--- src/rtl/icache_pkg.sv ---
// Shared types and constants for the direct-mapped instruction cache.
package icache_pkg;

  typedef enum logic [1:0] {
    IDLE = 2'd0,
    TAG  = 2'd1,
    WAIT = 2'd2
  } state_t;

  localparam int WORD_WIDTH     = 32;
  localparam int LINE_WIDTH     = 128;
  localparam int WORDS_PER_LINE = 4;
  localparam int OFFSET_BITS    = 4;

  function automatic int tag_width(input int idx_bits);
    return 32 - OFFSET_BITS - idx_bits;
  endfunction

endpackage

--- src/rtl/icache_line_store.sv ---
// Valid/tag/data storage for the instruction cache: synchronous write,
// combinational read, valid bits cleared by synchronous reset.
module icache_line_store
  import icache_pkg::*;
#(
  parameter int NUM_LINES = 8,
  parameter int IDX_W     = 3,
  parameter int TAG_W     = 25
) (
  input  logic                  clk,
  input  logic                  rst,
  input  logic [IDX_W-1:0]      rd_index,
  output logic                  rd_valid,
  output logic [TAG_W-1:0]      rd_tag,
  output logic [LINE_WIDTH-1:0] rd_data,
  input  logic                  wr_en,
  input  logic [IDX_W-1:0]      wr_index,
  input  logic [TAG_W-1:0]      wr_tag,
  input  logic [LINE_WIDTH-1:0] wr_data
);

  logic [NUM_LINES-1:0]  valid;
  logic [TAG_W-1:0]      tags  [NUM_LINES];
  logic [LINE_WIDTH-1:0] lines [NUM_LINES];

  always_ff @(posedge clk) begin
    if (rst) begin
      valid <= '0;
    end else if (wr_en) begin
      valid[wr_index] <= 1'b1;
    end
  end

  // Tag and data carry no reset; the valid bit alone qualifies them.
  always_ff @(posedge clk) begin
    if (wr_en && !rst) begin
      tags[wr_index]  <= wr_tag;
      lines[wr_index] <= wr_data;
    end
  end

  assign rd_valid = valid[rd_index];
  assign rd_tag   = tags[rd_index];
  assign rd_data  = lines[rd_index];

endmodule

--- src/rtl/instruction_cache.sv ---
// Direct-mapped read-only instruction cache in front of InstructionMemory.
// Optional hit/miss counters are built when ICACHE_STATS_EN is defined.
//
// state | meaning
// IDLE  | waiting for req; latches the fetch address
// TAG   | lookup; deliver on hit, issue line request on miss
// WAIT  | count down memory latency, fill line on terminal count
module instruction_cache
  import icache_pkg::*;
#(
  parameter int NUM_LINES   = 8,
  parameter int MEM_LATENCY = 1
) (
  input  logic                  clk,
  input  logic                  rst,
  input  logic [31:0]           inputAddress,
  input  logic                  req,
  output logic [WORD_WIDTH-1:0] instruction,
  output logic                  ready,
  output logic                  hit,
  output logic [31:0]           mem_address,
  input  logic [LINE_WIDTH-1:0] data_line
`ifdef ICACHE_STATS_EN
  ,
  output logic [31:0]           hit_count,
  output logic [31:0]           miss_count
`endif
);

  localparam int IDX_W = $clog2(NUM_LINES);
  localparam int TAG_W = tag_width(IDX_W);
  localparam int CNT_W = $clog2(MEM_LATENCY + 1);
  localparam int SEL_W = $clog2(WORDS_PER_LINE);

  state_t                  state, state_next;
  logic [31:2]             req_addr, req_addr_next;
  logic                    miss_flag, miss_flag_next;
  logic [CNT_W-1:0]        cnt, cnt_next;
  logic                    ready_next, hit_next;
  logic [WORD_WIDTH-1:0]   instr_next;
  logic [31:0]             mem_addr_next;
  logic                    fill;

  logic [IDX_W-1:0]        idx;
  logic [TAG_W-1:0]        tag;
  logic [SEL_W-1:0]        sel;
  logic                    line_valid;
  logic [TAG_W-1:0]        line_tag;
  logic [LINE_WIDTH-1:0]   line_data;
  logic                    lookup_hit;
  logic [WORD_WIDTH-1:0]   sel_word;
  logic                    unused_byte_bits;

  assign unused_byte_bits = ^inputAddress[1:0];

  assign idx        = req_addr[OFFSET_BITS +: IDX_W];
  assign tag        = req_addr[31 -: TAG_W];
  assign sel        = req_addr[3:2];
  assign lookup_hit = line_valid && (line_tag == tag);
  assign sel_word   = line_data[{sel, 5'b0} +: WORD_WIDTH];

  icache_line_store #(
    .NUM_LINES (NUM_LINES),
    .IDX_W     (IDX_W),
    .TAG_W     (TAG_W)
  ) u_line_store (
    .clk      (clk),
    .rst      (rst),
    .rd_index (idx),
    .rd_valid (line_valid),
    .rd_tag   (line_tag),
    .rd_data  (line_data),
    .wr_en    (fill),
    .wr_index (idx),
    .wr_tag   (tag),
    .wr_data  (data_line)
  );

  always_comb begin
    state_next     = state;
    req_addr_next  = req_addr;
    miss_flag_next = miss_flag;
    cnt_next       = cnt;
    ready_next     = 1'b0;
    hit_next       = 1'b0;
    instr_next     = instruction;
    mem_addr_next  = mem_address;
    fill           = 1'b0;
    case (state)
      IDLE: begin
        if (req) begin
          req_addr_next  = inputAddress[31:2];
          miss_flag_next = 1'b0;
          state_next     = TAG;
        end
      end
      TAG: begin
        if (lookup_hit) begin
          instr_next = sel_word;
          ready_next = 1'b1;
          hit_next   = !miss_flag;
          state_next = IDLE;
        end else begin
          mem_addr_next  = {req_addr[31:4], 4'b0};
          miss_flag_next = 1'b1;
          cnt_next       = CNT_W'(MEM_LATENCY);
          state_next     = WAIT;
        end
      end
      WAIT: begin
        cnt_next = cnt - CNT_W'(1);
        if (cnt == CNT_W'(1)) begin
          fill       = 1'b1;
          state_next = TAG;
        end
      end
      default: state_next = IDLE;
    endcase
  end

  always_ff @(posedge clk) begin
    if (rst) begin
      state       <= IDLE;
      req_addr    <= '0;
      miss_flag   <= 1'b0;
      cnt         <= '0;
      ready       <= 1'b0;
      hit         <= 1'b0;
      instruction <= '0;
      mem_address <= '0;
    end else begin
      state       <= state_next;
      req_addr    <= req_addr_next;
      miss_flag   <= miss_flag_next;
      cnt         <= cnt_next;
      ready       <= ready_next;
      hit         <= hit_next;
      instruction <= instr_next;
      mem_address <= mem_addr_next;
    end
  end

`ifdef ICACHE_STATS_EN
  always_ff @(posedge clk) begin
    if (rst) begin
      hit_count  <= '0;
      miss_count <= '0;
    end else begin
      if (ready_next && hit_next) hit_count <= hit_count + 32'd1;
      if (state == TAG && !lookup_hit) miss_count <= miss_count + 32'd1;
    end
  end
`endif

endmodule

--- config.mk ---
export PLATFORM = sky130hd
export DESIGN_NAME = instruction_cache
export DESIGN_NICKNAME = d
export VERILOG_FILES = /design/src/rtl/icache_pkg.sv /design/src/rtl/icache_line_store.sv /design/src/rtl/instruction_cache.sv
export SDC_FILE = /design/constraint.sdc
export NUM_CORES = 1
export LEC_CHECK = 0
export ABC_CLOCK_PERIOD_IN_PS = 31700
export CAP_MARGIN = 20
export CORE_ASPECT_RATIO = 1.25
export CORE_MARGIN = 8
export CORE_UTILIZATION = 35
export CTS_CLUSTER_SIZE = 20
export DETAILED_ROUTE_END_ITERATION = 10
export PLACE_DENSITY = 0.49
export SLEW_MARGIN = 20
export SYNTH_ARGS = -nofsm -noshare
export SYNTH_HDL_FRONTEND = slang
export SYNTH_SLANG_ARGS = --single-unit
--- constraint.sdc ---
create_clock -name clk -period 31.7 [get_ports clk]
set_input_delay 4.755 -clock clk [delete_from_list [all_inputs] [get_ports clk]]
set_output_delay 4.755 -clock clk [all_outputs]
set_load 0.005 [all_outputs]
Word-level counts from Yosys, hierarchy flattened. Memory sizes are Yosys's and may differ from the RTL's. A register that Yosys moved wholly into a read port is not among the register bits. Index checks and enable logic that the tools add are counted.

Logic and storage cells: 61. Register bits after elaboration: 104. Memory bits (writable): 1224. Output and inout bits: 66. Input port bits: 163. Memories kept: 2.

Memory list: u_line_store.lines (depth 8, width 128, read ports 1, clocked after memory_dff 1, write ports 1, RTL line icache_line_store.sv:24) `logic [LINE_WIDTH-1:0] lines [NUM_LINES];`; u_line_store.tags (depth 8, width 25, read ports 1, clocked after memory_dff 1, write ports 1, RTL line icache_line_store.sv:23) `logic [TAG_W-1:0] tags [NUM_LINES];`.

Eq/ne operators: 6. Order comparisons: 2. Add/sub/neg operators: 1. Muxes and demuxes: 21. Reductions and logical operators: 16. Shifts and indexed selects: 1. Bitwise gates (word level): 3.

Operator list (count): 128-bit by 8-bit indexed part select with 32-bit output (1); 25-bit equality test (1); 3-bit 2-to-1 mux (4); 2-bit AND reduction (5); 1-bit 2-to-1 mux (9); 8-bit bitwise OR (1); 2-bit 2-to-1 mux (3); 2-bit != test (second input constant) (3); 2-bit case mux with 3 select lines (1); 3-bit by 4-bit less-than comparator with 1-bit output (second input constant) (1); 1-bit case mux with 2 select lines (2); 2-bit nonzero test (2); 1-bit binary-select mux with 3-bit select (1); 1-bit demux with 3-bit select (1); 3-bit by 1-bit >= comparator with 1-bit output (second input constant) (1); 1-bit logical AND (3); 3-bit AND reduction (1); 3-bit OR reduction (1); 2-bit by 1-bit equality test with 1-bit output (second input constant) (1); 2-bit equality test (second input constant) (1); 1-bit logical NOT (2); 2-bit logical NOT (1); 1-bit inverter (2); 2-bit OR reduction (1); 1-bit subtractor (second input constant) (1).

Logic depth before layout (Yosys ltp). Gate-level depths: netlist of run 1.

Depth in word-level cells: 5. Mapped depth: 13. Depth with buffers taken out: 8.

Modules after synthesis. From an unflattened synthesis of run 1, not the netlist that was laid out.

Cells, all modules: 2392. Area, all modules: 51643.3 µm².

Modules (own cells, without submodules): icache_line_store (cells each 1819, seq. area each 36915.4 µm², times used 1, area an instance 46295.7 µm²); instruction_cache (cells each 573, seq. area each 1921.8 µm², times used 1, area an instance 5347.6 µm²).

Worst setup path after synthesis of run 1. OpenSTA, ideal clock, no wires.

Kind: input to register. Start: input rst. End: memory u_line_store.lines[0][0] (enable). Data required time: 30.845 ns. Cell stages on the path: 3. Setup time: 0.855 ns. Slack: 15.017 ns. Arrival: 15.828 ns. Path buffers: 1. Cell sequence: clkbuf_1 -> or4_1 -> nor3_1.

Word-level cells in the longest chain between the ends: 4.

RTL lines: from (decl) (RTL line instruction_cache.sv:15) `input logic rst,`; 1-bit logical NOT (RTL line icache_line_store.sv:36) `if (wr_en && !rst) begin`; 1-bit logical AND (RTL line icache_line_store.sv:36); 1-bit 2-to-1 mux (RTL line icache_line_store.sv:36); 1-bit 2-to-1 mux (not written as such) (RTL line icache_line_store.sv:38) `lines[wr_index] <= wr_data;`; to (decl) (RTL line icache_line_store.sv:24).

Every way passes these cells.

Worst setup path after layout of run 1.
Start: input rst. End: memory u_line_store.lines[7][81] (enable).

Same word-level chain as after synthesis.

==> results by group, run 1 <==
Power
  – Part of the power in combinational logic: 5.2%
  – Leakage power: 0.01782 uW
  – PwrDens: 62.33 nW/um^2
  – Switching Power: 775.8 uW
  – Power Total: 3704 uW
  – Sw frac: 20.95%
  – Maximum VDD drop: 0.00005311 V
  – Sequential power share: 52.3%
  – Clock Power Share: 42.5%
  – P_int: 2928 uW

Route
  – Via-to-Cell Ratio: 5.172
  – DRT Wirelength: 120.7 mm
  – Drt pass-1 iters: 5
  – Drt wl/cell: 26.55 um
  – Vias: 23520
  – DRT antenna net count: 0
  – Initial DRC Count: 1582
  – Post-route DRC violation count: 0

Timing
  – Hold Violations, Final: 0
  – Min Hold Slack: 0.4559 ns
  – Setup Skew: 0.02519 ns
  – Period utilization: 24.23%
  – Slew Viols, Final: 0
  – Slew HR: 26.70%
  – Fin crit period: 7.680 ns
  – Final Setup Violations: 0
  – RSZ-0062 raised after global routing: no
  – Worst setup margin: 24.02 ns
  – Max Freq: 130.2 MHz
  – Slew @ Worst Pin: 1.100 ns
  – Setup_tns: 0 ns

Setup path
  – Crit path kind: primary input to flop
  – Setup crit start kind: primary input
  – Critical Path Sink Type: flop
  – Crit path DAT: 8.05 ns
  – CP Max Fanout: 56
  – Worst EP required: 32.07 ns

Cells and area
  – Layout cells sized above 1: 25.44%
  – Area Overhead vs Synth: 17.42%
  – Commonest non-fill, non-tap cell in the layout: edfxtp_1
  – Fin nets: 2696
  – Most frequent cells in the layout: edfxtp_1 (1224), mux4_2 (350), clkdlybuf4s50_1 (221)

Global routing
  – Vias in the first global route: 25530
  – Global-route wire length before repair: 175.5 mm
  – Initial antenna violation count: 40
  – Total GRT Usage: 15.31%
  – Grt ovf: 0
  – Largest net degree at the start of global routing: 150

Yosys
  – Synth Flop Type: edfxtp_1
  – EDFF count, synth: 1224
  – Adder-cell share of the synthesized area: 0%
  – FFs w/ async S/R, synth: 0%
  – Largest area contributor in the netlist: edfxtp_1
  – Main combinational cell family by area after synthesis: multiplexers
  – YS warnings: 0
  – Post-synth top area share: 72.62%
  – Synth Area in Simple Gates: 1.340%
  – Mux share of post-synthesis cell area: 17.51%
  – Netlist Area Pre-Place: 50610 um^2
  – Avg Synthesized Cell Area: 22.29 um^2
  – Netlist cell types: 43
  – Register area share after synthesis: 76.86%
  – Synth Area in XOR/XNOR: 0.2596%
  – Compound-Gate Fraction of Synth Area: 2.668%
  – Register bit total from synthesis: 1331
  – Top post-synthesis cells by area: edfxtp_1 (73%), mux4_2 (16%), dfxtp_1 (4.2%)
  – Post-Syn Instances: 2271

Clock tree
  – Number of CTS-inserted buffers: 135
  – Post-cts gate resize count: 0
  – H-tree depth: 4
  – Root Buffer Master: clkbuf_16
  – Clock transition at path regs: 0.06 ns
  – # hold bufs at CTS: 0
  – Clk_lat worst skew: 0.76 ns
  – CTS tree: yes
  – Clk sinks: 1331
  – Post-CTS setup buffers: 0
  – CTS max path bufs: 3

Floorplan
  – Core area: 144000 um^2
  – Die area: 157100 um^2
  – Starting Density: 35.13%
  – FP Rows: 156
  – Die height: 441.1 um
  – Die Width: 356.1 um
  – I/O pin count: 229

Place
  – GPL Wtd Cong: 0.7060
  – Worst slack at placement: 23.12 ns
  – PortBufs: 222
  – Dpl hpwl: 65.00 mm

Job
  – Number of max-cap violations: 0

Status
  – Outcome: finished, final reports clean

Min path
  – Hold Crit Class: flop to flop
synth_stat cells, drive strengths merged (29+ instances only):
| master | number |
|---|---|
| dfxtp | 107 |
| a311oi | 32 |
| nand3 | 29 |
| mux2 | 29 |
| edfxtp | 1224 |
| mux4 | 350 |
| nand2 | 70 |
| clkbuf | 73 |
| buf | 66 |
| a21oi | 93 |
| o21ai | 38 |
| mux2i | 65 |
path summary, 6_finish.rpt:
path | startpoint | endpoint | slack, ns | depth (start not counted)
worst max-delay path | rst | u_line_store.lines[7][81] | 24.02 | 6
worst min-delay path | u_line_store.valid[6] | u_line_store.valid[6] | 0.46 | 1
worst max register to register | flop | instruction[3] | 26.20 | 10
worst min register to register | u_line_store.valid[6] | u_line_store.valid[6] | 0.46 | 1
sequential cells by signal (all words and copies together), names as in the netlist, named ones only:
name / cells
u_line_store.lines: 1024
u_line_store.tags: 200
instruction: 32
req_addr: 30
mem_address: 28
u_line_store.valid: 8
state: 2
cnt: 1
hit: 1
miss_flag: 1
ready: 1
cell families (layout without fill, tap and decap cells):
| family | after synthesis | in the layout |
|---|---|---|
| flip-flops | 1331 | 1331 |
| multiplexers | 444 | 444 |
| AO/OA/AOI/OAI | 194 | 194 |
| AND/OR/NAND/NOR | 145 | 145 |
| buffers and inverters | 141 | 508 |
| XOR/XNOR | 15 | 15 |
| other | 1 | 15 |
worst max-delay path, cell delays in order:
cell	delay, ns
buf_4	0.26
nor2_1	0.22
nand4_1	0.40
nor2_4	0.68
buf_4	0.63
buf_4	0.88
metal layers:
metal	global-route usage, %	routed length, um	up-vias
met5	0	187	-
met3	4.119	6536	212
li1	-	-	10130
met4	3.876	2490	28
met2	26.70	62040	498
met1	18.93	49500	12660
metrics by stage:
stage / utilization [%] / cell area (um^2) / std cells
final: 41.25 / 59420 / 4548
after global placement: 38.17 / 54990 / 4291
after floorplan: - / 50620 / 2274
after detailed placement: 38.17 / 54990 / 4291
after CTS: 41.22 / 59370 / 4536
after global routing: 41.24 / 59400 / 4538
final cells by class:
cell class / instances / area [um^2]
well taps: 1896 / 2372
flip-flops and latches: 1331 / 38910
repair buffers: 261 / 2620
fillers: 12600 / 84620
multi-input cells: 802 / 11100
diodes: 11 / 27.53
clock inverters: 72 / 663.1
clock buffers: 173 / 3719
inverters: 2 / 7.507
power groups by stage:
| stage | clock network (uW) | logic [uW] | registers (uW) |
|---|---|---|---|
| floorplan | 0 | 122 | 1970 |
| detailed placement | 0 | 197 | 1980 |
| CTS | 1620 | 197 | 1940 |
| finish | 1570 | 192 | 1940 |
| global placement | 0 | 192 | 1980 |
| global route | 1680 | 208 | 1940 |
No activity file was read; power rests on OpenSTA's default activity.
==> run 2, diff against run 1 <==
--- a/config.mk
+++ b/config.mk
@@ -5,14 +5,14 @@
 export SDC_FILE = /design/constraint.sdc
 export NUM_CORES = 1
 export LEC_CHECK = 0
-export ABC_CLOCK_PERIOD_IN_PS = 31700
+export ABC_CLOCK_PERIOD_IN_PS = 7000
 export CAP_MARGIN = 20
 export CORE_ASPECT_RATIO = 1.25
 export CORE_MARGIN = 8
 export CORE_UTILIZATION = 35
 export CTS_CLUSTER_SIZE = 20
 export DETAILED_ROUTE_END_ITERATION = 10
-export PLACE_DENSITY = 0.49
+export PLACE_DENSITY = 0.51
 export SLEW_MARGIN = 20
 export SYNTH_ARGS = -nofsm -noshare
 export SYNTH_HDL_FRONTEND = slang
==> constraint.sdc (replaced) <==
create_clock -name clk -period 7 [get_ports clk]
set_input_delay 1.05 -clock clk [delete_from_list [all_inputs] [get_ports clk]]
set_output_delay 1.05 -clock clk [all_outputs]
set_load 0.005 [all_outputs]
==> results by group, run 2 (synthesis results as in run 1) <==
Clock tree
  – CTS tree: yes
  – Number of CTS-inserted buffers: 137 (+1.5%)
  – Clk_lat worst skew: 0.75 ns (about the same)
  – Clk sinks: 1331 (unchanged)
  – CTS max path bufs: 3 (unchanged)
  – # hold bufs at CTS: 0 (unchanged)
  – H-tree depth: 4 (unchanged)
  – Clock transition at path regs: 0.06 ns (about the same)
  – Root Buffer Master: clkbuf_16
  – Post-CTS setup buffers: 0 (unchanged)
  – Post-cts gate resize count: 0 (unchanged)

Power
  – Leakage power: 0.01781 uW (about the same)
  – Sw frac: 20.87% (-0.079 points)
  – Part of the power in combinational logic: 5.2% (about the same)
  – Maximum VDD drop: 0.0002231 V (+320%)
  – Clock Power Share: 41.9% (-0.6 points)
  – P_int: 13140 uW (+350%)
  – PwrDens: 279.3 nW/um^2 (+350%)
  – Switching Power: 3463 uW (+350%)
  – Power Total: 16600 uW (+350%)
  – Sequential power share: 52.9% (+0.6 points)

Min path
  – Hold Crit Class: flop to flop

Global routing
  – Vias in the first global route: 25300 (-0.91%)
  – Global-route wire length before repair: 174.9 mm (-0.34%)
  – Grt ovf: 0 (unchanged)
  – Total GRT Usage: 15.24% (-0.072 points)
  – Largest net degree at the start of global routing: 101 (-33%)
  – Initial antenna violation count: 35 (-13%)

Place
  – Placement Cell Area: 55110 um^2 (+0.23%)
  – GPL Wtd Cong: 0.7130 (+0.99%)
  – Worst slack at placement: 2.018 ns (-21.10 ns)
  – Dpl hpwl: 66.33 mm (+2.0%)
  – PortBufs: 222 (unchanged)

Cells and area
  – Commonest non-fill, non-tap cell in the layout: edfxtp_1
  – Layout cells sized above 1: 25.25% (-0.19 points)
  – Area Overhead vs Synth: 17.44% (about the same)
  – Most frequent cells in the layout: edfxtp_1 (1224), mux4_2 (350), clkdlybuf4s50_1 (221)
  – Number of flip-flops under the largest register name: 1024 (unchanged)
  – Cell area after layout: 59430 um^2 (about the same)
  – Most flops, register: u_line_store.lines
  – Biggest regs: u_line_store.lines: 1024 flops, u_line_store.tags: 200 flops, instruction: 32 flops
  – Fin nets: 2703 (+0.26%)

Timing
  – Max Freq: 208.7 MHz
  – Slew HR: 30.59% (+3.9 points)
  – Min Hold Slack: 0.4482 ns (-0.007753 ns)
  – RSZ-0062 raised after global routing: no
  – Final Setup Violations: 0 (unchanged)
  – Hold Violations, Final: 0 (unchanged)
  – Period utilization: 68.45%
  – Fin crit period: 4.792 ns
  – Slew @ Worst Pin: 1.041 ns (-0.05846 ns)
  – Slew Viols, Final: 0 (unchanged)
  – Setup Skew: 0.02904 ns (+0.003844 ns)
  – Worst setup margin: 2.208 ns (-21.81 ns)

Floorplan
  – FP Rows: 156 (unchanged)
  – Die Width: 356.1 um (unchanged)
  – I/O pin count: 229 (unchanged)
  – Core area: 144000 um^2 (unchanged)
  – Die height: 441.1 um (unchanged)
  – Starting Density: 35.13% (unchanged)
  – Die area: 157100 um^2 (unchanged)

Route
  – Vias: 23430 (-0.39%)
  – Met3 WL: 6.862 mm (+5.0%)
  – Drt wl/cell: 26.46 um (-0.33%)
  – Met1 WL: 48.68 mm (-1.7%)
  – Initial DRC Count: 1663 (+5.1%)
  – Top Layer Used: met5
  – DRT Wirelength: 120.6 mm (-0.14%)
  – Via-to-Cell Ratio: 5.141 (-0.58%)
  – Post-route DRC violation count: 0 (unchanged)
  – WL met2: 62.41 mm (+0.60%)
  – Drt pass-1 iters: 5 (unchanged)
  – DRT antenna net count: 0 (unchanged)

Setup path
  – Worst EP required: 7.66 ns (-24.41 ns)
  – FF-to-FF End: instruction[23]
  – Crit path kind: flop to flop
  – Crit path capture: instruction[23]
  – CP Max Fanout: 99 (+77%)
  – Flop2flop setup slack: 2.21 ns (-23.99 ns)
  – Setup crit start kind: flop
  – Crit path DAT: 5.45 ns (-2.60 ns)
  – R2R depth: 10 (unchanged)
  – Critical Path Sink Type: flop

Status
  – Outcome: finished, final reports clean

Job
  – Number of max-cap violations: 0 (unchanged)
[run 2: cell count changes in the layout (fill, tap and decap cells not counted), moves of 2 or more]
cell,change
clkinv_2,+2
clkbuf_1,+13
buf_12,+6
nor3_2,-2
clkinvlp_4,-4
inv_8,-2
clkinv_1,-2
nor3_4,+2
bufinv_16,-4
[run 2: worst max-delay path, cell delays in order, from the launching register on]
cell	delay (ns)
dfxtp_4	0.78
buf_12	0.66
nand2b_1	0.32
o22ai_1	0.12
o21ai_0	0.32
nand4b_1	0.14
nor4_1	0.40
and4_4	0.90
buf_4	0.56
a21oi_1	0.13
a311oi_1	0.29
[run 2: worst min path at each step]
| stage | endpoint | depth (start not counted) | startpoint | slack, ns |
|---|---|---|---|---|
| after global placement | u_line_store.valid[5] | 1 | u_line_store.valid[5] | 0.43 |
| final | u_line_store.valid[6] | 1 | u_line_store.valid[6] | 0.45 |
| after CTS | u_line_store.valid[6] | 1 | u_line_store.valid[6] | 0.45 |
| after floorplan | hit | 1 | miss_flag | 0.40 |
| after global routing | u_line_store.valid[6] | 1 | u_line_store.valid[6] | 0.46 |
| after detailed placement | u_line_store.valid[6] | 1 | u_line_store.valid[6] | 0.43 |
[run 2: area by class of cell]
class,instances,area (um^2)
fillers,12580,84610
well taps,1896,2372
diodes,12,30.03
multi-input cells,802,11110
flip-flops and latches,1331,38910
inverters,2,7.507
clock inverters,62,485.5
repair buffers,266,2733
clock buffers,186,3779
[run 2: power by group through the flow]
stage / logic [uW] / registers (uW) / clock network, uW
final: 865 / 8790 / 6950
after global routing: 937 / 8790 / 7450
after CTS: 891 / 8790 / 7160
after detailed placement: 889 / 8960 / 0
after global placement: 871 / 8950 / 0
after floorplan: 554 / 8900 / 0
[run 2: metrics by stage]
stage	setup TNS [ns]	util [%]	std cells
2_1_floorplan	-1933.52	-	2274
3_3_place_gp	0	38.26	4296
3_5_place_dp	0	38.26	4296
4_1_cts	0	41.22	4544
5_1_grt	0	41.24	4547
6_report	0	41.26	4557
[run 2: layer usage]
metal  GRT usage [%]  up-vias
li1                -    10140
met1           18.80    12550
met2           26.56      525
met3           3.934      191
met4           4.241       26
met5               0        -
==> run 3, diff against run 2 <==
--- a/config.mk
+++ b/config.mk
@@ -5,14 +5,14 @@
 export SDC_FILE = /design/constraint.sdc
 export NUM_CORES = 1
 export LEC_CHECK = 0
-export ABC_CLOCK_PERIOD_IN_PS = 7000
+export ABC_CLOCK_PERIOD_IN_PS = 4600
 export CAP_MARGIN = 20
 export CORE_ASPECT_RATIO = 1.25
 export CORE_MARGIN = 8
 export CORE_UTILIZATION = 35
 export CTS_CLUSTER_SIZE = 20
 export DETAILED_ROUTE_END_ITERATION = 10
-export PLACE_DENSITY = 0.51
+export PLACE_DENSITY = 0.49
 export SLEW_MARGIN = 20
 export SYNTH_ARGS = -nofsm -noshare
 export SYNTH_HDL_FRONTEND = slang
==> constraint.sdc (replaced) <==
create_clock -name clk -period 4.6 [get_ports clk]
set_input_delay 0.69 -clock clk [delete_from_list [all_inputs] [get_ports clk]]
set_output_delay 0.69 -clock clk [all_outputs]
set_load 0.005 [all_outputs]
==> results by group, run 3 (synthesis results as in run 1) <==
Status
  – Outcome: finished, final reports clean

Clock tree
  – Post-cts gate resize count: 0 (unchanged)
  – H-tree depth: 4 (unchanged)
  – Number of CTS-inserted buffers: 136 (-0.73%)
  – CTS max path bufs: 3 (unchanged)
  – Clk_lat worst skew: 0.76 ns (about the same)
  – Post-CTS setup buffers: 0 (unchanged)
  – Clk sinks: 1331 (unchanged)
  – Clock transition at path regs: 0.06 ns (about the same)
  – Root Buffer Master: clkbuf_16
  – # hold bufs at CTS: 0 (unchanged)
  – CTS tree: yes

Cells and area
  – Number of flip-flops under the largest register name: 1024 (unchanged)
  – Fin nets: 2738 (+1.3%)
  – Most frequent cells in the layout: edfxtp_1 (1224), mux4_2 (350), clkdlybuf4s50_1 (221)
  – Most flops, register: u_line_store.lines
  – Layout cells sized above 1: 26.15% (+0.89 points)
  – Biggest regs: u_line_store.lines: 1024 flops, u_line_store.tags: 200 flops, instruction: 32 flops
  – Commonest non-fill, non-tap cell in the layout: edfxtp_1
  – Cell area after layout: 59960 um^2 (+0.88%)
  – Final core utilization: 41.62% (+0.36 points)
  – Area Overhead vs Synth: 18.47%

Place
  – PortBufs: 222 (unchanged)
  – GPL Wtd Cong: 0.7173 (+0.60%)
  – Dpl hpwl: 70.36 mm (+6.1%)
  – Placement Cell Area: 55640 um^2 (+0.96%)

Power
  – Sw frac: 20.95% (+0.084 points)
  – Leakage power: 0.01805 uW (+1.3%)
  – Part of the power in combinational logic: 5.3% (about the same)
  – PwrDens: 424.0 nW/um^2 (+52%)
  – Switching Power: 5326 uW (+54%)
  – Sequential power share: 52.5% (-0.4 points)
  – Power Total: 25420 uW (+53%)
  – Clock Power Share: 42.2% (+0.3 points)
  – P_int: 20100 uW (+53%)
  – Maximum VDD drop: 0.0003468 V (+55%)

Timing
  – Slew Viols, Final: 0 (unchanged)
  – Max Freq: 267.2 MHz (+28%)
  – Period utilization: 81.34% (+13 points)
  – Hold Violations, Final: 0 (unchanged)
  – Fin crit period: 3.742 ns (-1.050 ns)
  – Final Setup Violations: 0 (unchanged)
  – Slew @ Worst Pin: 1.052 ns (+0.01053 ns)
  – RSZ-0062 raised after global routing: no
  – Slew HR: 29.72% (-0.87 points)
  – Setup Skew: 0.02700 ns (-0.002036 ns)

Setup path
  – Cell breakdown of the critical path: buf_4 -> mux2_2 -> a2bb2oi_1 -> a21oi_1 -> o211ai_1 -> nor4_2 -> and4_4 -> buf_12 -> a21oi_1 -> a311oi_1
  – Worst path slowest cell: dfxtp_4
  – Critical Path Most Common Cell: a21oi_1
  – Crit path kind: flop to flop
  – CP Max Fanout: 41 (-59%)
  – Worst EP required: 5.25 ns (-2.41 ns)
  – Slowest stage delay, CP: 0.75 ns (-0.15 ns)
  – Critical Path Sink Type: flop
  – Setup crit start kind: flop
  – Crit path DAT: 4.39 ns (-1.06 ns)

Job
  – Number of max-cap violations: 0 (unchanged)

Floorplan
  – Die height: 441.1 um (unchanged)
  – I/O pin count: 229 (unchanged)
  – Die area: 157100 um^2 (unchanged)
  – Starting Density: 35.13% (unchanged)
  – FP Rows: 156 (unchanged)
  – Die Width: 356.1 um (unchanged)
  – Core area: 144000 um^2 (unchanged)

Global routing
  – Total GRT Usage: 15.53% (+0.29 points)
  – Global-route wire length before repair: 178.4 mm (+2.0%)
  – Vias in the first global route: 25960 (+2.6%)
  – Largest net degree at the start of global routing: 111 (+9.9%)
  – Initial antenna violation count: 40 (+14%)
  – Grt ovf: 0 (unchanged)

Route
  – Via-to-Cell Ratio: 5.162 (+0.39%)
  – DRT antenna net count: 0 (unchanged)
  – Drt wl/cell: 26.54 um (+0.32%)
  – Initial DRC Count: 1742 (+4.8%)
  – DRT Wirelength: 121.9 mm (+1.1%)
  – Drt pass-1 iters: 7 (+2)
  – Post-route DRC violation count: 0 (unchanged)
  – Vias: 23700 (+1.2%)

Min path
  – Hold Crit Class: primary input to flop
==> run 3: cell types whose count changed in the layout (fill, tap and decap cells not counted), sizes merged <==
cell / before / now
diode: 12 / 15
bufinv: 6 / 12
buf: 45 / 81
clkbuf: 186 / 167
clkinv: 48 / 53
inv: 10 / 12
clkinvlp: 0 / 2
==> run 3: path summary, 6_finish.rpt <==
check	startpoint	depth (start not counted)	end	slack (ns)
setup / recovery	flop	10	instruction[23]	0.86
hold / removal	rst	2	ready	0.42
hold reg to reg	u_line_store.valid[3]	1	u_line_store.valid[3]	0.46
setup reg to reg	flop	10	instruction[23]	0.86
==> run 3: power by group through the flow <==
stage | clock, uW | combinational, uW | sequential, uW
final | 10700 | 1350 | 13400
after global routing | 11400 | 1460 | 13400
after CTS | 11000 | 1390 | 13400
after detailed placement | 0 | 1390 | 13600
after global placement | 0 | 1360 | 13600
after floorplan | 0 | 845 | 13500
==> run 3: final cells by class <==
| type | count | area (um^2) |
|---|---|---|
| clock buffer | 167 | 3562 |
| antenna | 15 | 37.54 |
| tap | 1896 | 2372 |
| clock inverter | 77 | 714.4 |
| fill | 12560 | 84090 |
| inverter | 2 | 7.507 |
| multi-input combinational | 802 | 11120 |
| sequential | 1331 | 38910 |
| timing repair buffer | 302 | 3233 |
==> run 3: layer usage <==
layer,global-route usage (%),routed length [um]
met5,0,132
met4,4.547,2808
met3,3.769,6384
met2,26.27,61190
met1,19.93,51380
==> run 3: worst max-delay path, delay by kind of cell, from the launching register on <==
| family | cells | cell delay (ns) |
|---|---|---|
| AO/OA/AOI/OAI | 5 | 0.87 |
| buffers and inverters | 2 | 0.68 |
| flip-flops | 1 | 0.75 |
| multiplexers | 1 | 0.38 |
| AND/OR/NAND/NOR | 2 | 0.91 |
==> run 3: per-stage QoR <==
step                setup slack [ns]  hold slack, ns  instances  setup TNS (ns)
finish                        0.8581          0.4240       4592               0
global route                  0.5699          0.4127       4580               0
CTS                           0.7801          0.3596       4577               0
detailed placement            0.8260          0.4451       4333               0
global placement              0.8562          0.4284       4333               0
floorplan                     -1.170          0.3990       2274        -1285.93
==> RTL change 1: new RTL, flow settings as in run 2 <==
The parameter `MEM_LATENCY` goes from 1 to 2.
--- a/src/rtl/instruction_cache.sv
+++ b/src/rtl/instruction_cache.sv
@@ -10,5 +10,5 @@
 #(
   parameter int NUM_LINES   = 8,
-  parameter int MEM_LATENCY = 1
+  parameter int MEM_LATENCY = 2
 ) (
   input  logic                  clk,
Behaviour: no difference found for any inputs over 4 cycles, from zero or initial values and one cycle with rst high; that may be too few to reach the edited logic, so the function may still have changed.
==> RTL change 1 against run 2 <==
Clock skew down 4.5 ps; sequential cell count up 1; global-route usage down 0.22 points; sequential power about the same; power down 0.17%; utilization up 0.074 points; synthesized cell count up 1.2%; wire length down 1.3%; setup slack better by 290 ps; area after synthesis up 0.38%; design area up 0.45%; largest power group unchanged; highest routed layer unchanged.
==> RTL change 1: results (changes against run 2) <==
[global_route]
grt_pass1_vias=25400  ; was 25300
grt_start_max_net_pins=113  ; was 101
antenna_found_initial=38  ; was 35
grt_pass1_wl_um=174000  ; was 175000 um
met3_usage_pct=3.94  ; was 3.93%
grt_use_met1_pct=18.6  ; was 18.8%

[final_layout]
fill_cells=12600  ; about the same
antenna_cells=15  ; was 12
multi_input_cells=840  ; was 802
non_clock_buffer_count=261  ; was 266
clock_buffers=181  ; was 186
area_share_nonclk_buffers_pct=4.53  ; was 4.60%
drive_gt1_share_pct=23.6  ; was 25.3%
nets=2737  ; was 2703

[yosys]
synthMuxAreaShare_pct=18.8  ; was 17.5%
synth-compound-area-share_pct=1.03  ; was 2.67%
synth_adder_area_share_pct=0.0246  ; was 0%
synth_area_leaders=edfxtp_1 (72%), mux4_2 (15%), dfxtp_1 (4.3%)  ; was edfxtp_1 (73%), mux4_2 (16%), dfxtp_1 (4.2%)

[power]
switching_share_pct=20.7  ; was 20.9%
p_leak_nw=18.2  ; was 17.8 nW
vdd_drop_max_v=0.000224  ; was 0.000223 V

[drt]
routed_via_density=5.09  ; was 5.14
wl_met3_um=7050  ; was 6860 um
wl_per_cell_um=25.9  ; was 26.5 um
m1WireLength_um=48700  ; about the same

[placement]
placed_area_sq_um=55400  ; was 55100 sq um
dp.cells=4331  ; was 4296

[timing]
holdWs_ps=444  ; was 448 ps
skew_ps=24.6  ; was 29.0 ps
worst_pin_slew_ps=1050  ; was 1040 ps

[worst_setup_path]
arrival_ps=5130  ; was 5450 ps
reg2reg_slack_ps=2500  ; was 2210 ps
cpPeakStageDelay_ps=1010  ; was 900 ps

[outcome]
status=finished, final reports clean  ; unchanged

[cts]
cts_buffers=136  ; was 137

RTL change 1: cell count changes in the layout (fill, tap and decap cells not counted), moves of 19 or more:
cell / change
nand2_1: +51
mux2i_1: +49
a21oi_1: -38
nor2b_1: +35
nor2_1: +34
o21ai_0: -33
mux2_4: +28
nand3_1: -23
a21oi_2: -19
a311oi_2: -19
mux2_2: -19
RTL change 1: power groups by stage:
stage	combinational, mW	sequential, mW	clock (mW)
detailed placement	0.852	8.95	0
finish	0.829	8.78	6.96
global route	0.905	8.78	7.44
floorplan	0.540	8.90	0
global placement	0.833	8.95	0
CTS	0.854	8.78	7.18
RTL change 1: path summary, 6_finish.rpt:
path | start | to | cells after the start
setup / recovery | flip-flop | instruction[31] | 8
hold / removal | miss_flag | hit | 1
setup reg to reg | flip-flop | instruction[31] | 8
hold reg to reg | miss_flag | hit | 1
==> RTL change 2: new RTL, config.mk and constraints of run 2 <==
Without the edit above. Take the reset off `req_addr` and load it in a clocked block of its own.
--- a/src/rtl/instruction_cache.sv
+++ b/src/rtl/instruction_cache.sv
@@ -122,5 +122,4 @@
     if (rst) begin
       state       <= IDLE;
-      req_addr    <= '0;
       miss_flag   <= 1'b0;
       cnt         <= '0;
@@ -131,5 +130,4 @@
     end else begin
       state       <= state_next;
-      req_addr    <= req_addr_next;
       miss_flag   <= miss_flag_next;
       cnt         <= cnt_next;
@@ -139,4 +137,8 @@
       mem_address <= mem_addr_next;
     end
+  end
+
+  always_ff @(posedge clk) begin
+    req_addr <= req_addr_next;
   end
 
Check against the original RTL: same outputs for any inputs over 4 cycles, from zero or initial values and one cycle with rst high; that may be too few to reach the edited logic, so the function may still have changed.
==> RTL change 2 against run 2 <==
Power increased by 2.8%; setup slack improved by 87 ps; sequential cell count unchanged; wire length decreased by 1.4%; design area decreased by 0.15%; area after synthesis decreased by 0.27%; sequential share of layout area increased by 0.60 points; count of clock-buffer cells in the layout decreased by 6; critical endpoint is now instruction[20].
==> RTL change 2: results (changes against run 2) <==
[worst_setup_path]
cpPeakStageDelay_ps=950  ; was 900 ps
path_max_fanout=49  ; was 99
slowest_stage=and4_4  ; unchanged
arrival_ps=5350  ; was 5450 ps

[final_layout]
nets=2612  ; was 2703
fill_cells=12400  ; was 12600
drive_gt1_share_pct=25.1  ; was 25.3%
final_cell_area_sq_um=59300  ; was 59400 sq um
top_regs=u_line_store.lines (1024), u_line_store.tags (200), instruction (32)  ; unchanged

[drt]
routed_via_density=5.14  ; about the same
wl_per_cell_um=26.7  ; was 26.5 um
drt_pass1_iterations=5  ; unchanged
drt-initial-drc-count=1590  ; was 1663

[cts]
cts_setup_buffers=0  ; unchanged
clockBufferDepth=3  ; unchanged
htree_levels=4  ; unchanged
clk_pin_slew_worst_paths_ps=60  ; about the same
ctsRootBufferMaster=clkbuf_16  ; unchanged
cts_buffers=134  ; was 137
clk_latency_ps=750  ; about the same

[global_route]
met2_usage_pct=25.7  ; was 26.6%
grt_pass1_vias=25100  ; was 25300
met3_usage_pct=3.84  ; was 3.93%
grt_use_met1_pct=19.0  ; was 18.8%
grt_start_max_net_pins=137  ; was 101
grt_pass1_wl_um=174000  ; was 175000 um
antenna_found_initial=34  ; was 35
gr-usage-all-layers_pct=15.2  ; about the same

[power]
p_leak_nw=18.4  ; was 17.8 nW
vdd_drop_max_v=0.000207  ; was 0.000223 V

[placement]
placed_area_sq_um=55000  ; was 55100 sq um
place.gp.congestion=0.714  ; was 0.713
io_buffer_count=222  ; unchanged
hpwl_um=65100  ; was 66300 um

[yosys]
ys_types=40  ; was 43
synth_common_cells=edfxtp_1 (1254), mux4_2 (350), mux2i_1 (90)  ; was edfxtp_1 (1224), mux4_2 (350), dfxtp_1 (107)
yosysSeqAreaShare_pct=77.7  ; was 76.9%
yosysWarnings=0  ; unchanged
postSynth.asyncResetShare_pct=0  ; unchanged
synth_area_leaders=edfxtp_1 (75%), mux4_2 (16%), dfxtp_1 (3.1%)  ; was edfxtp_1 (73%), mux4_2 (16%), dfxtp_1 (4.2%)
synth_edf_count=1254  ; was 1224

[outcome]
status=finished, final reports clean  ; unchanged

[worst_hold_path]
hold_path.class=flip-flop to flip-flop  ; unchanged

[timing]
skew_ps=28.8  ; was 29.0 ps
worst_pin_slew_ps=1020  ; was 1040 ps

[RTL change 2: cell families (layout without fill, tap and decap cells)]
family	after synthesis	count (layout)	share of synthesized area [%]
flops	1331	1331	77.7
buf+inv	132	507	1.25
other cells	1	18	0.00743
xor+xnor	14	14	0.243
simple gates	81	81	0.858
mux	444	444	17.5
compound gates	171	171	2.49
[RTL change 2: stage by stage]
step / cells / hold slack [ps] / setup slack [ps]
floorplan: 2177 / 393 / -1700
global placement: 4209 / 429 / 2230
detailed placement: 4209 / 437 / 2190
CTS: 4448 / 457 / 2140
global route: 4451 / 462 / 2020
finish: 4462 / 448 / 2300
[RTL change 2: final timing paths]
check,from,to,slack (ps),cells past startpoint
worst max-delay path,flip-flop,instruction[20],2300,9
worst min-delay path,miss_flag,hit,450,1
worst max register to register,flip-flop,instruction[20],2300,9
worst min register to register,miss_flag,hit,450,1
[RTL change 2: worst max-delay path: cells and delay by family, from the launching register on]
family                 cells  cell delay (ps)
AOI/OAI and AO/OA          5              930
and+or+nand+nor            3             2360
buffers and inverters      1              440
DFF                        1              820
[RTL change 2: routing by layer]
layer | part of all wire (%) | vias to the layer above
li1 | - | 9872
met4 | 2.8 | 20
met5 | 0.11 | -
met3 | 5.5 | 219
met1 | 41 | 12300
met2 | 51 | 524
[RTL change 2: area by class of cell]
type | instances | area share, %
diodes | 14 | 0.0590
clock buffers | 180 | 6.29
clock inverters | 59 | 0.940
inverters | 2 | 0.0127
well taps | 1896 | 4.00
multi-input cells | 714 | 18.1
flip-flops and latches | 1331 | 66.1
repair buffers | 266 | 4.54
[RTL change 2: power breakdown]
part           leakage, nW  internal [mW]  switching [mW]
sequential            11.9           8.75          0.0985
combinational         4.36          0.619           0.577
clock                 2.09           4.11            2.91
